===== src/rtl/wb_spram_arbiter.sv =====
// Shares one single-port 32-bit RAM between two pipelined Wishbone slave ports.
// Round-robin with bounded burst hold (or fixed p0 priority); every access acks one cycle after issue.
module wb_spram_arbiter #(
   parameter int ADDR_WIDTH = 9,
   parameter int MAX_BURST  = 4,
   parameter int ARB_MODE   = 1
) (
   input  logic                  clk,
   input  logic                  rst,
   input  logic                  p0_cyc,
   input  logic                  p0_stb,
   input  logic                  p0_we,
   input  logic [3:0]            p0_sel,
   input  logic [ADDR_WIDTH-1:0] p0_adr,
   input  logic [31:0]           p0_dat_i,
   output logic [31:0]           p0_dat_o,
   output logic                  p0_ack,
   output logic                  p0_stall,
   input  logic                  p1_cyc,
   input  logic                  p1_stb,
   input  logic                  p1_we,
   input  logic [3:0]            p1_sel,
   input  logic [ADDR_WIDTH-1:0] p1_adr,
   input  logic [31:0]           p1_dat_i,
   output logic [31:0]           p1_dat_o,
   output logic                  p1_ack,
   output logic                  p1_stall,
   output logic [ADDR_WIDTH-3:0] ram_addr,
   output logic                  ram_ce,
   output logic [3:0]            ram_we,
   output logic [31:0]           ram_d,
   input  logic [31:0]           ram_q
);
   localparam int CW = $clog2(MAX_BURST + 1);
   localparam logic [CW-1:0] CNT_MAX = CW'(MAX_BURST);
   localparam logic [CW-1:0] CNT_ONE = CW'(1);

   typedef enum logic [1:0] {IDLE = 2'd0, OWN0 = 2'd1, OWN1 = 2'd2} owner_t;

   owner_t        owner_q;
   logic [CW-1:0] cnt_q;
   logic          last_q;
   logic          ack0_q;
   logic          ack1_q;

   logic          req0;
   logic          req1;
   logic          grant0;
   logic          grant1;
   logic          hold_done;
   logic [CW-1:0] cnt_inc;

   assign req0      = p0_cyc & p0_stb;
   assign req1      = p1_cyc & p1_stb;
   assign hold_done = (cnt_q == CNT_MAX);
   assign cnt_inc   = hold_done ? cnt_q : cnt_q + CNT_ONE;

   // No grant is ever issued while rst is high, so a reset cycle never touches the RAM.
   always_comb begin
      grant0 = 1'b0;
      grant1 = 1'b0;
      if (!rst) begin
         if (req0 && req1) begin
            if (ARB_MODE == 0) begin
               grant0 = 1'b1;
            end else begin
               case (owner_q)
                  OWN0: begin
                     grant0 = !hold_done;
                     grant1 = hold_done;
                  end
                  OWN1: begin
                     grant1 = !hold_done;
                     grant0 = hold_done;
                  end
                  default: begin
                     grant0 = last_q;
                     grant1 = !last_q;
                  end
               endcase
            end
         end else begin
            grant0 = req0;
            grant1 = req1;
         end
      end
   end

   always_ff @(posedge clk) begin
      if (rst) begin
         owner_q <= IDLE;
         cnt_q   <= '0;
         last_q  <= 1'b1;
         ack0_q  <= 1'b0;
         ack1_q  <= 1'b0;
      end else begin
         ack0_q <= grant0;
         ack1_q <= grant1;
         if (grant0) begin
            owner_q <= OWN0;
            last_q  <= 1'b0;
            cnt_q   <= (owner_q == OWN0) ? cnt_inc : CNT_ONE;
         end else if (grant1) begin
            owner_q <= OWN1;
            last_q  <= 1'b1;
            cnt_q   <= (owner_q == OWN1) ? cnt_inc : CNT_ONE;
         end else begin
            owner_q <= IDLE;
            cnt_q   <= '0;
         end
      end
   end

   assign ram_ce   = grant0 | grant1;
   assign ram_addr = grant1 ? p1_adr[ADDR_WIDTH-1:2] : p0_adr[ADDR_WIDTH-1:2];
   assign ram_we   = grant1 ? (p1_sel & {4{p1_we}}) :
                     grant0 ? (p0_sel & {4{p0_we}}) : 4'b0000;
   assign ram_d    = grant1 ? p1_dat_i : p0_dat_i;

   assign p0_stall = !grant0;
   assign p1_stall = !grant1;
   assign p0_ack   = ack0_q & p0_cyc;
   assign p1_ack   = ack1_q & p1_cyc;
   assign p0_dat_o = ram_q;
   assign p1_dat_o = ram_q;

   // Byte-lane bits of the address never reach the word-addressed RAM.
   logic unused_adr_lsbs;
   assign unused_adr_lsbs = ^{p0_adr[1:0], p1_adr[1:0]};
endmodule


===== config.mk =====
export PLATFORM = sky130hd
export DESIGN_NAME = wb_spram_arbiter
export DESIGN_NICKNAME = d
export VERILOG_FILES = /design/src/rtl/wb_spram_arbiter.sv
export SDC_FILE = /design/constraint.sdc
export NUM_CORES = 1
export LEC_CHECK = 0
export CORE_AREA = 3 3 94 96
export CTS_CLUSTER_DIAMETER = 100
export DETAILED_ROUTE_END_ITERATION = 7
export DIE_AREA = 0 0 97 99
export PLACE_DENSITY_LB_ADDON = 0.05
export SYNTH_ARGS = -nofsm -noshare
export SYNTH_HDL_FRONTEND = slang
export SYNTH_SLANG_ARGS = --single-unit

===== constraint.sdc =====
create_clock -name clk -period 7.1 [get_ports clk]
set_clock_uncertainty 0.15 [all_clocks]
set_input_delay 1.42 -clock clk [delete_from_list [all_inputs] [get_ports clk]]
set_output_delay 1.42 -clock clk [all_outputs]
set_load 0.01 [all_outputs]

# After elaboration in Yosys (flattened, before gate mapping)
# Cells that the tools add are included.
[totals]
register_bits = 8
inputBits = 130
out_inout_bits = 112
word_cells = 43
[op_classes]
addsub = 1
eq_ne = 3
mux = 19
bitwise = 7
n_reduce_logical = 7
[ops]
columns = ["op", "n"]
rows = [
  ["32-bit two-way mux", 1],
  ["3-bit two-way mux", 5],
  ["4-bit bitwise AND", 2],
  ["4-bit two-way mux", 2],
  ["1-bit two-way mux", 7],
  ["7-bit two-way mux", 1],
  ["1-bit bitwise AND", 4],
  ["1-bit logical NOT", 4],
  ["1-bit one-hot mux with 2 select lines", 2],
  ["3-bit by 1-bit adder with 3-bit output, second input constant", 1],
  ["3-bit == test, second input constant", 1],
  ["2-bit by 1-bit == test with 1-bit output, second input constant", 1],
  ["2-bit == test, second input constant", 1],
  ["2-bit two-way mux", 1],
  ["2-bit nonzero test", 1],
  ["2-bit OR reduction", 1],
  ["1-bit logical AND", 1],
  ["1-bit OR", 1],
]

# Logic depth before layout (Yosys ltp)
# Gate-level depths: netlist of run 1.
[logic_depth]
depth_word = 7
ltp_mapped = 8
mapped_depth_nobuf = 8

# Worst setup path before layout of run 1
# OpenSTA, ideal clock, no wires.
[synth_path]
kind = "input port to output port"
start = "in p0_stb"
end = "out ram_d[23]"
arrival_time_ps = 2700
t_required_ps = 5530
slack_ps = 2830
path_stages = 6
n_path_buf = 1
cell_sequence = "nand2_1 or3b_2 o31ai_4 inv_4 buf_6 mux2_4"
[synth_via]
elab_chain_cells = 5
[synth_lines]
columns = ["element", "line", "text"]
rows = [
  ["start: declaration", "11", "input logic p0_stb,"],
  ["1-bit bitwise AND", "53", "assign req0 = p0_cyc & p0_stb;"],
  ["1-bit logical AND", "63", "if (req0 && req1) begin"],
  ["1-bit two-way mux", "63", ""],
  ["1-bit two-way mux", "62", "if (!rst) begin"],
  ["32-bit two-way mux", "118", "assign ram_d = grant1 ? p1_dat_i : p0_dat_i;"],
  ["end: declaration", "31", "output logic [31:0] ram_d,"],
]
# Every way passes these cells.

# Final worst setup path of run 1
[layout_path]
start = "in rst"
end = "out ram_d[12]"
[layout_via]
elab_chain_cells = 2
[layout_lines]
columns = ["element", "line", "text"]
rows = [
  ["start: declaration", "9", "input logic rst,"],
  ["1-bit two-way mux", "62", ""],
  ["32-bit two-way mux", "118", ""],
]
# Every way passes these cells.

==> results of run 1 <==
-- cells in the mapped netlist, drive strengths merged --
master | instances | area share
buf | 68 | 0.32
mux2 | 39 | 0.35
nand3 | 9 | 0.027
dfxtp | 7 | 0.085
inv | 7 | 0.018
nand2 | 6 | 0.014
o21ai | 6 | 0.018
ha | 5 | 0.038
a211oi | 3 | 0.020
a21oi | 3 | 0.0091
and2 | 2 | 0.0076
and3 | 2 | 0.0076
nand2b | 2 | 0.0076
nor2 | 2 | 0.0046
a21boi | 1 | 0.0046
a21o | 1 | 0.0046
a221oi | 1 | 0.0053
a31oi | 1 | 0.0038
mux2i | 1 | 0.0061
nand3b | 1 | 0.0046
nor2b | 1 | 0.0038
nor3 | 1 | 0.0030
o21a | 1 | 0.0046
o21bai | 1 | 0.0046
o31ai | 1 | 0.013
or3b | 1 | 0.0053
xnor2 | 1 | 0.0053
-- worst min path at each step --
stage | from | to | slack (ns) | cells past startpoint
finish | last_q$_SDFFE_PP1P_ | last_q$_SDFFE_PP1P_ | 0.37 | 2
global route | last_q$_SDFFE_PP1P_ | last_q$_SDFFE_PP1P_ | 0.41 | 2
CTS | last_q$_SDFFE_PP1P_ | last_q$_SDFFE_PP1P_ | 0.37 | 2
detailed placement | last_q$_SDFFE_PP1P_ | last_q$_SDFFE_PP1P_ | 0.36 | 2
global placement | last_q$_SDFFE_PP1P_ | last_q$_SDFFE_PP1P_ | 0.36 | 2
floorplan | last_q$_SDFFE_PP1P_ | last_q$_SDFFE_PP1P_ | 0.32 | 2
-- power groups by stage --
stage               Combinational, W  Clock (W)  Sequential [W]
floorplan                   0.000104          0       0.0000430
global placement            0.000167          0       0.0000434
detailed placement          0.000167          0       0.0000434
CTS                         0.000168  0.0000580       0.0000427
global route                0.000176  0.0000609       0.0000429
finish                      0.000165  0.0000563       0.0000427
-- per-stage QoR --
step | utilization | area, µm² | setup slack [ns] | power [W] | instances
floorplan | - | 1640 | 2.83 | 0.000147 | 174
global placement | 0.327 | 2660 | 1.46 | 0.000211 | 352
detailed placement | 0.327 | 2660 | 1.49 | 0.000210 | 352
CTS | 0.333 | 2710 | 1.49 | 0.000269 | 356
global route | 0.333 | 2710 | 1.37 | 0.000280 | 356
finish | 0.333 | 2710 | 1.52 | 0.000264 | 356
-- flip-flops by register name (all words and copies together) (netlist names) --
| register | flops |
|---|---|
| ack1_q | 1 |
| cnt_q | 3 |
| last_q | 1 |
| owner_q | 2 |
-- metal layers --
layer,wire length [µm],GRT usage,vias to the layer above,share of wire
li1,-,-,686,-
met1,2110,0.126,615,0.33
met4,97,0.0324,0,0.015
met5,0,0,-,0
met3,687,0.0524,12,0.11
met2,3410,0.228,111,0.54
-- area by class of cell --
type	count	share of cell area
Tap cell	105	0.0486
Clock inverter	1	0.00185
Multi-Input combinational cell	92	0.350
Timing Repair Buffer	141	0.522
Clock buffer	3	0.0153
Inverter	7	0.0106
Sequential cell	7	0.0518
-- kinds of logic after synthesis --
group           synth area share
mux                        0.361
simple gates              0.0854
xor+xnor                 0.00534
fa+ha+maj                 0.0381
flops                     0.0854
buf+inv                    0.338
compound gates            0.0877
-- worst max-delay path, stage by stage --
cell	delay, ns
clkdlybuf4s50_1	0.56
or3b_2	0.56
o31ai_4	0.14
inv_4	0.38
mux2_4	0.41
clkdlybuf4s50_1	0.50
==> flow_metrics.py, run 1 <==
metrics = {
    "outcome": {
        "status": "finished, final reports clean",
    },
    "global_routing": {
        "grt_overflow_total": 0,
        "grt_max_degree": 43,
        "grt_pass1_wl_um": 9400,
        "antenna_found_initial": 0,
        "grt.total_usage": 0.123,
        "grt_pass1_vias": 1412,
    },
    "floorplanning": {
        "rows": 33,
        "die_w_um": 97,
        "initial_utilization": 0.202,
        "dieHeight_um": 99,
        "ios": 242,
        "coreArea_um2": 8130,
        "die_area_um2": 9600,
    },
    "clock_network": {
        "cts_buffer_depth": 2,
        "post_cts_buffers": 0,
        "cts_resized": 0,
        "cts_buffers": 3,
        "htreeDepth": 1,
        "cts_sinks": 7,
        "clk_pin_slew_worst_paths_ns": 0.04,
        "cts_tree": "done",
        "ctsRootBufferMaster": "clkbuf_8",
        "postCtsHoldBufs": 0,
        "clkLatencyLatePin_ns": 0.23,
    },
    "job": {
        "max-cap-violations": 0,
    },
    "layout": {
        "final_common_cell": "clkdlybuf4s50_1",
        "mostFrequentLayoutCells": "141 x clkdlybuf4s50_1, 38 x mux2_4, 9 x nand3_1",
        "drive_gt1_frac": 0.191,
        "seqCellArea_um2": 140,
        "multi_input_area_um2": 947,
        "fillers": 828,
        "area_delta_synth_final_pct": 64.8,
        "insertedDiodeCount": 0,
        "finalNetCount": 387,
    },
    "worst_setup_path": {
        "critPathCapture": "ram_d[12]",
        "r2r-start": "cnt_q[0]$_SDFF_PP0_",
        "critPathArrivalTime_ns": 4.01,
        "end_kind": "output port",
        "worstPathRequired_ns": 5.53,
        "worstRegToRegCells": 8,
        "reg2reg_to": "cnt_q[0]$_SDFF_PP0_",
        "path_max_fanout": 42,
        "crit_start": "rst",
        "crit_path_start_kind": "input port",
        "critPathKind": "input port to output port",
        "rrSetupSlack_ns": 4.61,
    },
    "drt": {
        "vias_per_cell": 4.00,
        "wire_per_inst_um": 17.7,
        "dr_total_vias": 1424,
        "drt_first_pass_iters": 4,
        "drt-initial-drc-count": 9,
        "ant_nets": 0,
        "route.detailed.drc": 0,
        "wirelength_um": 6310,
    },
    "logic_synthesis": {
        "synthDistinctLibCells": 31,
        "ys_seq_area_frac": 0.0854,
        "netlist_instances": 174,
        "avgSynthCellArea_um2": 9.43,
        "netlist_area_um2": 1640,
        "synth_fp_nets": 309,
        "ys_ff_latch": 7,
        "yosysWarnings": 0,
    },
    "pwr": {
        "switchingPower_w": 0.0000718,
        "p_comb_frac": 0.625,
        "internal_power_w": 0.000193,
        "swShare": 0.272,
        "power_frac_seq": 0.162,
        "peakVddDrop_v": 0.0000806,
        "leakage_nw": 1.13,
        "p_clk_frac": 0.213,
        "p_per_area_nw_per_um2": 97.7,
    },
    "sta": {
        "fmax_mhz": 179,
        "setup_viol": 0,
        "timing.setup.tns_ns": 0,
        "slew_violations": 0,
        "worst_pin_slew_ns": 0.746,
        "relSlewSlack": 0.503,
        "holdWs_ns": 0.374,
        "finalCritPeriodShare": 0.786,
        "period_needed_ns": 5.58,
        "hold_viol": 0,
        "grt_setup_unrepaired": "false",
    },
    "hold_path": {
        "hold_class": "register to register",
    },
    "placed_design": {
        "gp_congestion": 0.745,
        "hpwlAfterDp_um": 5430,
        "io_buffers": 141,
    },
}
Power figures use the tool's default switching activity.
==> inputs of run 2 (changes only) <==
--- a/config.mk
+++ b/config.mk
@@ -5,10 +5,10 @@
 export SDC_FILE = /design/constraint.sdc
 export NUM_CORES = 1
 export LEC_CHECK = 0
-export CORE_AREA = 3 3 94 96
+export CORE_AREA = 3 3 92 94
 export CTS_CLUSTER_DIAMETER = 100
 export DETAILED_ROUTE_END_ITERATION = 7
-export DIE_AREA = 0 0 97 99
+export DIE_AREA = 0 0 95 97
 export PLACE_DENSITY_LB_ADDON = 0.05
 export SYNTH_ARGS = -nofsm -noshare
 export SYNTH_HDL_FRONTEND = slang
==> constraint.sdc (replaced) <==
create_clock -name clk -period 5.4 [get_ports clk]
set_clock_uncertainty 0.15 [all_clocks]
set_input_delay 1.08 -clock clk [delete_from_list [all_inputs] [get_ports clk]]
set_output_delay 1.08 -clock clk [all_outputs]
set_load 0.01 [all_outputs]
==> run 2 against run 1 <==
Global-route usage shrank 0.71 points. First-iteration DRC count rose by 78%. Hold slack worse by 0.00074 ns. Clock power up 38%. Largest cell class unchanged. Critical path depth unchanged. Via count up 0.77%. Wire length down 9.1%. Register-to-register slack got worse by 1.6 ns. Design area is 0.14% higher. Cell count decreased by 0.56%.
==> flow_metrics.py, run 2 (synthesis gave the netlist of run 1 again) <==
metrics = {
    "worst_setup_path": {
        "cp_slowest_stage_delay_ns": 0.56,
        "rrSetupSlack_ns": 3.02,
        "critPathKind": "input port to output port",
        "crit_path_start_kind": "input port",
        "crit_start": "rst",
        "crit_top_cell": "clkdlybuf4s50_1",
        "cp_num_buf_inv": 3,
        "path_delay_family": "buffers and inverters",
        "critPathArrivalTime_ns": 3.52,
        "path_cells": "clkdlybuf4s50_1, or3b_2, o31ai_4, inv_4, mux2_4, clkdlybuf4s50_1",
        "worstPathRequired_ns": 4.17,
        "path_max_fanout": 42,
        "end_kind": "output port",
        "cp_slowest_cell": "clkdlybuf4s50_1",
        "critPathCapture": "ram_d[6]",
        "cp_num_cells": 6,
        "worstRegToRegCells": 8,
        "r2r-start": "cnt_q[0]$_SDFF_PP0_",
        "reg2reg_to": "cnt_q[0]$_SDFF_PP0_",
    },
    "clock_network": {
        "postCtsHoldBufs": 0,
        "post_cts_buffers": 0,
        "cts_buffer_depth": 2,
        "cts_buffers": 3,
        "clk_pin_slew_worst_paths_ns": 0.04,
        "ctsRootBufferMaster": "clkbuf_8",
        "cts_tree": "done",
        "cts_resized": 0,
        "htreeDepth": 1,
        "cts_sinks": 7,
        "clkLatencyLatePin_ns": 0.24,
    },
    "layout": {
        "top_register": "cnt_q",
        "area_delta_synth_final_pct": 65.0,
        "fillers": 786,
        "drive_gt1_frac": 0.194,
        "final_common_cell": "clkdlybuf4s50_1",
        "largest_register_ffs": 3,
        "final-instance-count-excl-fill": 354,
        "insertedDiodeCount": 0,
        "mostFrequentLayoutCells": "141 x clkdlybuf4s50_1, 38 x mux2_4, 9 x nand3_1",
        "finalNetCount": 388,
        "reg_top3": "cnt_q x3, owner_q x2",
    },
    "drt": {
        "ant_nets": 0,
        "vias_per_cell": 4.05,
        "dr_total_vias": 1435,
        "wire_per_inst_um": 16.2,
        "drt_first_pass_iters": 4,
        "route.detailed.drc": 0,
        "drt-initial-drc-count": 16,
        "wirelength_um": 5740,
    },
    "floorplanning": {
        "rows": 32,
        "ios": 242,
        "die_w_um": 95,
        "dieHeight_um": 97,
        "coreArea_um2": 7730,
        "die_area_um2": 9220,
        "initial_utilization": 0.212,
    },
    "pwr": {
        "p_per_area_nw_per_um2": 129,
        "leakage_nw": 1.14,
        "peakVddDrop_v": 0.0000689,
    },
    "sta": {
        "fmax_mhz": 210,
        "grt_setup_unrepaired": "false",
        "setup_slack_ns": 0.649,
        "worst_pin_slew_ns": 0.747,
        "finalCritPeriodShare": 0.880,
        "period_needed_ns": 4.75,
        "slew_violations": 0,
        "setup_viol": 0,
        "relSlewSlack": 0.502,
        "hold_viol": 0,
        "timing.setup.tns_ns": 0,
    },
    "hold_path": {
        "hold_class": "register to register",
    },
    "placed_design": {
        "dp_worst_setup_slack_ns": 0.614,
        "gp_congestion": 0.724,
        "hpwlAfterDp_um": 4890,
        "dp_cells": 350,
        "io_buffers": 141,
    },
    "global_routing": {
        "grt_pass1_vias": 1426,
        "grt.total_usage": 0.116,
        "grt_pass1_wl_um": 8240,
        "grt_max_degree": 43,
        "antenna_found_initial": 0,
        "grt_overflow_total": 0,
    },
    "outcome": {
        "status": "finished, final reports clean",
    },
    "job": {
        "max-cap-violations": 0,
    },
}
run 2: stage by stage:
step	instance area (µm²)	power (W)	hold slack, ns	util
5_1_grt	2710	0.000369	0.431	0.351
4_1_cts	2710	0.000355	0.388	0.351
6_report	2710	0.000349	0.373	0.351
2_1_floorplan	1640	0.000193	0.320	-
3_5_place_dp	2660	0.000274	0.361	0.345
3_3_place_gp	2660	0.000275	0.358	0.345
run 2: power breakdown:
group          total (W)  switching [W]  internal [W]
Clock          0.0000776      0.0000273     0.0000503
Sequential     0.0000560     0.00000153     0.0000545
Combinational   0.000215      0.0000663      0.000149
Total           0.000349      0.0000951      0.000254
run 2: worst min path at each step:
stage | from | to | slack, ns | depth (start not counted)
after global routing | last_q$_SDFFE_PP1P_ | last_q$_SDFFE_PP1P_ | 0.43 | 2
after floorplan | last_q$_SDFFE_PP1P_ | last_q$_SDFFE_PP1P_ | 0.32 | 2
after detailed placement | last_q$_SDFFE_PP1P_ | last_q$_SDFFE_PP1P_ | 0.36 | 2
after global placement | last_q$_SDFFE_PP1P_ | last_q$_SDFFE_PP1P_ | 0.36 | 2
after CTS | last_q$_SDFFE_PP1P_ | last_q$_SDFFE_PP1P_ | 0.39 | 2
final | last_q$_SDFFE_PP1P_ | last_q$_SDFFE_PP1P_ | 0.37 | 2
run 2: cell type report:
type | count | area [µm²] | share of cell area
repair buffers | 142 | 1420 | 0.524
well taps | 102 | 128 | 0.0471
multi-input cells | 92 | 947 | 0.350
flip-flops and latches | 7 | 140 | 0.0517
clock buffers | 3 | 41.3 | 0.0152
inverters | 7 | 28.8 | 0.0106
clock inverters | 1 | 5.00 | 0.00185
run 2: metal layers:
layer | routed length, µm | vias to the layer above | global-route usage
met2 | 2770 | 134 | 0.201
met1 | 1920 | 605 | 0.113
met4 | 69 | 0 | 0.0366
li1 | - | 687 | -
met3 | 977 | 9 | 0.0677
met5 | 0 | - | 0
run 2: worst reg2reg max path, cell delays in order (launching register included):
cell      delay (ns)
dfxtp_1         0.32
inv_1           0.06
ha_1            0.24
and3_1          0.22
a211oi_2        0.32
o31ai_4         0.10
inv_4           0.56
nand2b_1        0.16
o21a_1          0.14
==> inputs of run 3 (changes only) <==
--- a/config.mk
+++ b/config.mk
@@ -10,6 +10,7 @@
 export DETAILED_ROUTE_END_ITERATION = 7
 export DIE_AREA = 0 0 95 97
 export PLACE_DENSITY_LB_ADDON = 0.05
+export SLEW_MARGIN = 20
 export SYNTH_ARGS = -nofsm -noshare
 export SYNTH_HDL_FRONTEND = slang
 export SYNTH_SLANG_ARGS = --single-unit
==> results of run 3 <==
No change in the layout: final DEF, timing and power equal those of run 2.
==> edit: new RTL, settings of run 3 <==
`ARB_MODE`: 1 -> 0.
--- a/src/rtl/wb_spram_arbiter.sv
+++ b/src/rtl/wb_spram_arbiter.sv
@@ -3,7 +3,7 @@
 module wb_spram_arbiter #(
    parameter int ADDR_WIDTH = 9,
    parameter int MAX_BURST  = 4,
-   parameter int ARB_MODE   = 1
+   parameter int ARB_MODE   = 0
 ) (
    input  logic                  clk,
    input  logic                  rst,
Behaviour: not the same (Yosys sat finds a counterexample within 4 cycles, from zero or initial values and one cycle with rst high).
==> edit against run 3 <==
  * Total power fell by 30%
  * Sequential share of layout area down 3.4 points
  * Sequential cell count fell by 5
  * Area after synthesis is 21% lower
  * Cell area is 15% lower
  * Setup slack gained 0.28 ns
  * Wire length fell by 18%
  * Critical path depth unchanged
  * Highest routed layer unchanged
==> edit: results (changes against run 3) <==
Outcome
Result of the run: finished, final reports clean (unchanged).

Logic synthesis
Commonest cells in the synthesized netlist: buf_4, mux2_4, a32o_1, buf_12, dfxtp_1 (was buf_4, mux2_4, nand3_1). The number of distinct library cell variants in the gate-level netlist after synthesis was 16 (was 31). The number of warnings issued by yosys came to 0 (unchanged). The top flip-flop cell by instance count after synthesis was dfxtp_1 (unchanged).

The number of nets produced by synthesis is 253 (was 309). The cell type with the largest total area after synthesis is mux2_4 (unchanged). Biggest area contributors in the synthesized netlist: mux2_4, buf_4, buf_12 (was mux2_4, buf_4, dfxtp_1). The post-synthesis sequential area ratio is 0.0309 (was 0.0854).

The async set-reset flop share out of synthesis is 0 (unchanged).

Clock network
The clock buffer count from CTS is 3 (unchanged). The maximum buffer depth of the clock tree is 2 (unchanged). The post-cts sizing count is 0 (unchanged).

The root cell of the clock tree is clkbuf_8 (unchanged). Clock-pin slew was measured on the worst setup and hold paths at 0.03 ns. The number of setup buffers added after CTS is 0 (unchanged). The H-tree depth came to 1 (unchanged).

Setup path
The slowest stage cell on the critical path is clkdlybuf4s50_1 (unchanged). The arrival time at the worst endpoint is 3.24 ns (was 3.52 ns). The maximum fanout encountered on the critical timing path is 41 (was 42). The cell type group with the largest total delay on the critical path is buffers and inverters (unchanged).

The highest cell delay on the worst timing path is 0.49 ns (was 0.56 ns).

Global routing
The first-pass GRT wire length is 6710 microns (was 8240 microns). The largest net degree at the start of global routing is 42 (was 43). The aggregate global-route resource usage is 0.0919 (was 0.116). The number of antenna violations at the first check in global routing is 0 (unchanged).

The number of global-route vias before repair is 1219 (was 1426).

Cells and area
The number of diodes is 0 (unchanged). The count of nets after finishing is 330 (was 388). The share of post-route cells with drive strength above 1 is 0.227 (was 0.194).

Largest registers: ack0_q x1, ack1_q x1 (was cnt_q x3, owner_q x2).

Drt
The routed length per placed instance is 15.8 microns (was 16.2 microns). The detail-routed via count per cell is 3.81 (was 4.05). The number of detailed-route iterations in the first pass is 5 (was 4).

The initial DRC count is 8 (was 16).

Placement
The weighted congestion reported at the end of routability-driven placement is 0.735 (was 0.724). The post-detailed-placement half-perimeter wirelength is 4070 microns (was 4890 microns). The total of buffers placed on input and output ports is 141 (unchanged).

The post-place instance area was 2260 sq um (was 2660 sq um).

Pwr
The leakage power summed over all cells is 0.987 nW (was 1.14 nW). The worst voltage drop across the vdd grid was 0.0574 mV (was 0.0689 mV).

Worst hold path
The depth of the worst hold-timing path is 3 (was 2). The path class of the lowest-slack min-delay path is in2reg (was reg2reg).

Timing
The worst slew margin relative to its limit is 0.652 (was 0.502).
[edit: changes by cell type after synthesis, moves of 3 or more]
| cell | delta |
|---|---|
| a21oi_1 | -3 |
| buf_6 | -3 |
| nand3_1 | -9 |
| o21ai_0 | -6 |
| a32o_1 | +4 |
| dfxtp_1 | -5 |
| inv_1 | -5 |
| nand2_1 | -5 |
| buf_12 | +4 |
| ha_1 | -5 |
[edit: metrics by stage]
stage,util,hold WS [ns],setup slack [ns],std cells
after floorplan,-,1.01,2.19,123
after global routing,0.298,1.34,0.837,300
after global placement,0.293,1.54,0.974,297
final,0.298,1.32,0.933,300
after CTS,0.298,1.31,0.941,300
after detailed placement,0.293,1.54,0.951,297
[edit: final cells by class]
class / instances / area, sq um
Multi-Input combinational cell: 50 / 667
Tap cell: 102 / 128
Clock buffer: 3 / 41.3
Fill cell: 788 / 5430
Inverter: 2 / 15.0
Timing Repair Buffer: 141 / 1410
Sequential cell: 2 / 40.0
[edit: per-layer routing]
metal / share of wire / global-route usage
met1: 0.32 / 0.0802
met2: 0.49 / 0.178
met3: 0.16 / 0.0381
met4: 0.027 / 0.0366
met5: 0 / 0
[edit: worst paths after layout]
check              start         to  slack (ns)
setup / recovery  p0_cyc  ram_d[31]        0.93
hold / removal    p0_stb     ack0_q        1.32
[edit: logic make-up (layout without fill, tap and decap cells)]
family / after synthesis / after routing / share of synthesized area
AO/OA/AOI/OAI: 4 / 4 / 0.0309
multiplexers: 39 / 39 / 0.450
AND/OR/NAND/NOR: 7 / 7 / 0.0348
flip-flops: 2 / 2 / 0.0309
buffers and inverters: 71 / 146 / 0.454
[edit: power breakdown]
part,switching (mW),internal [mW],total [mW]
registers,0.000101,0.0155,0.0156
clock network,0.0115,0.0471,0.0586
logic,0.0456,0.126,0.172
total,0.0572,0.189,0.246
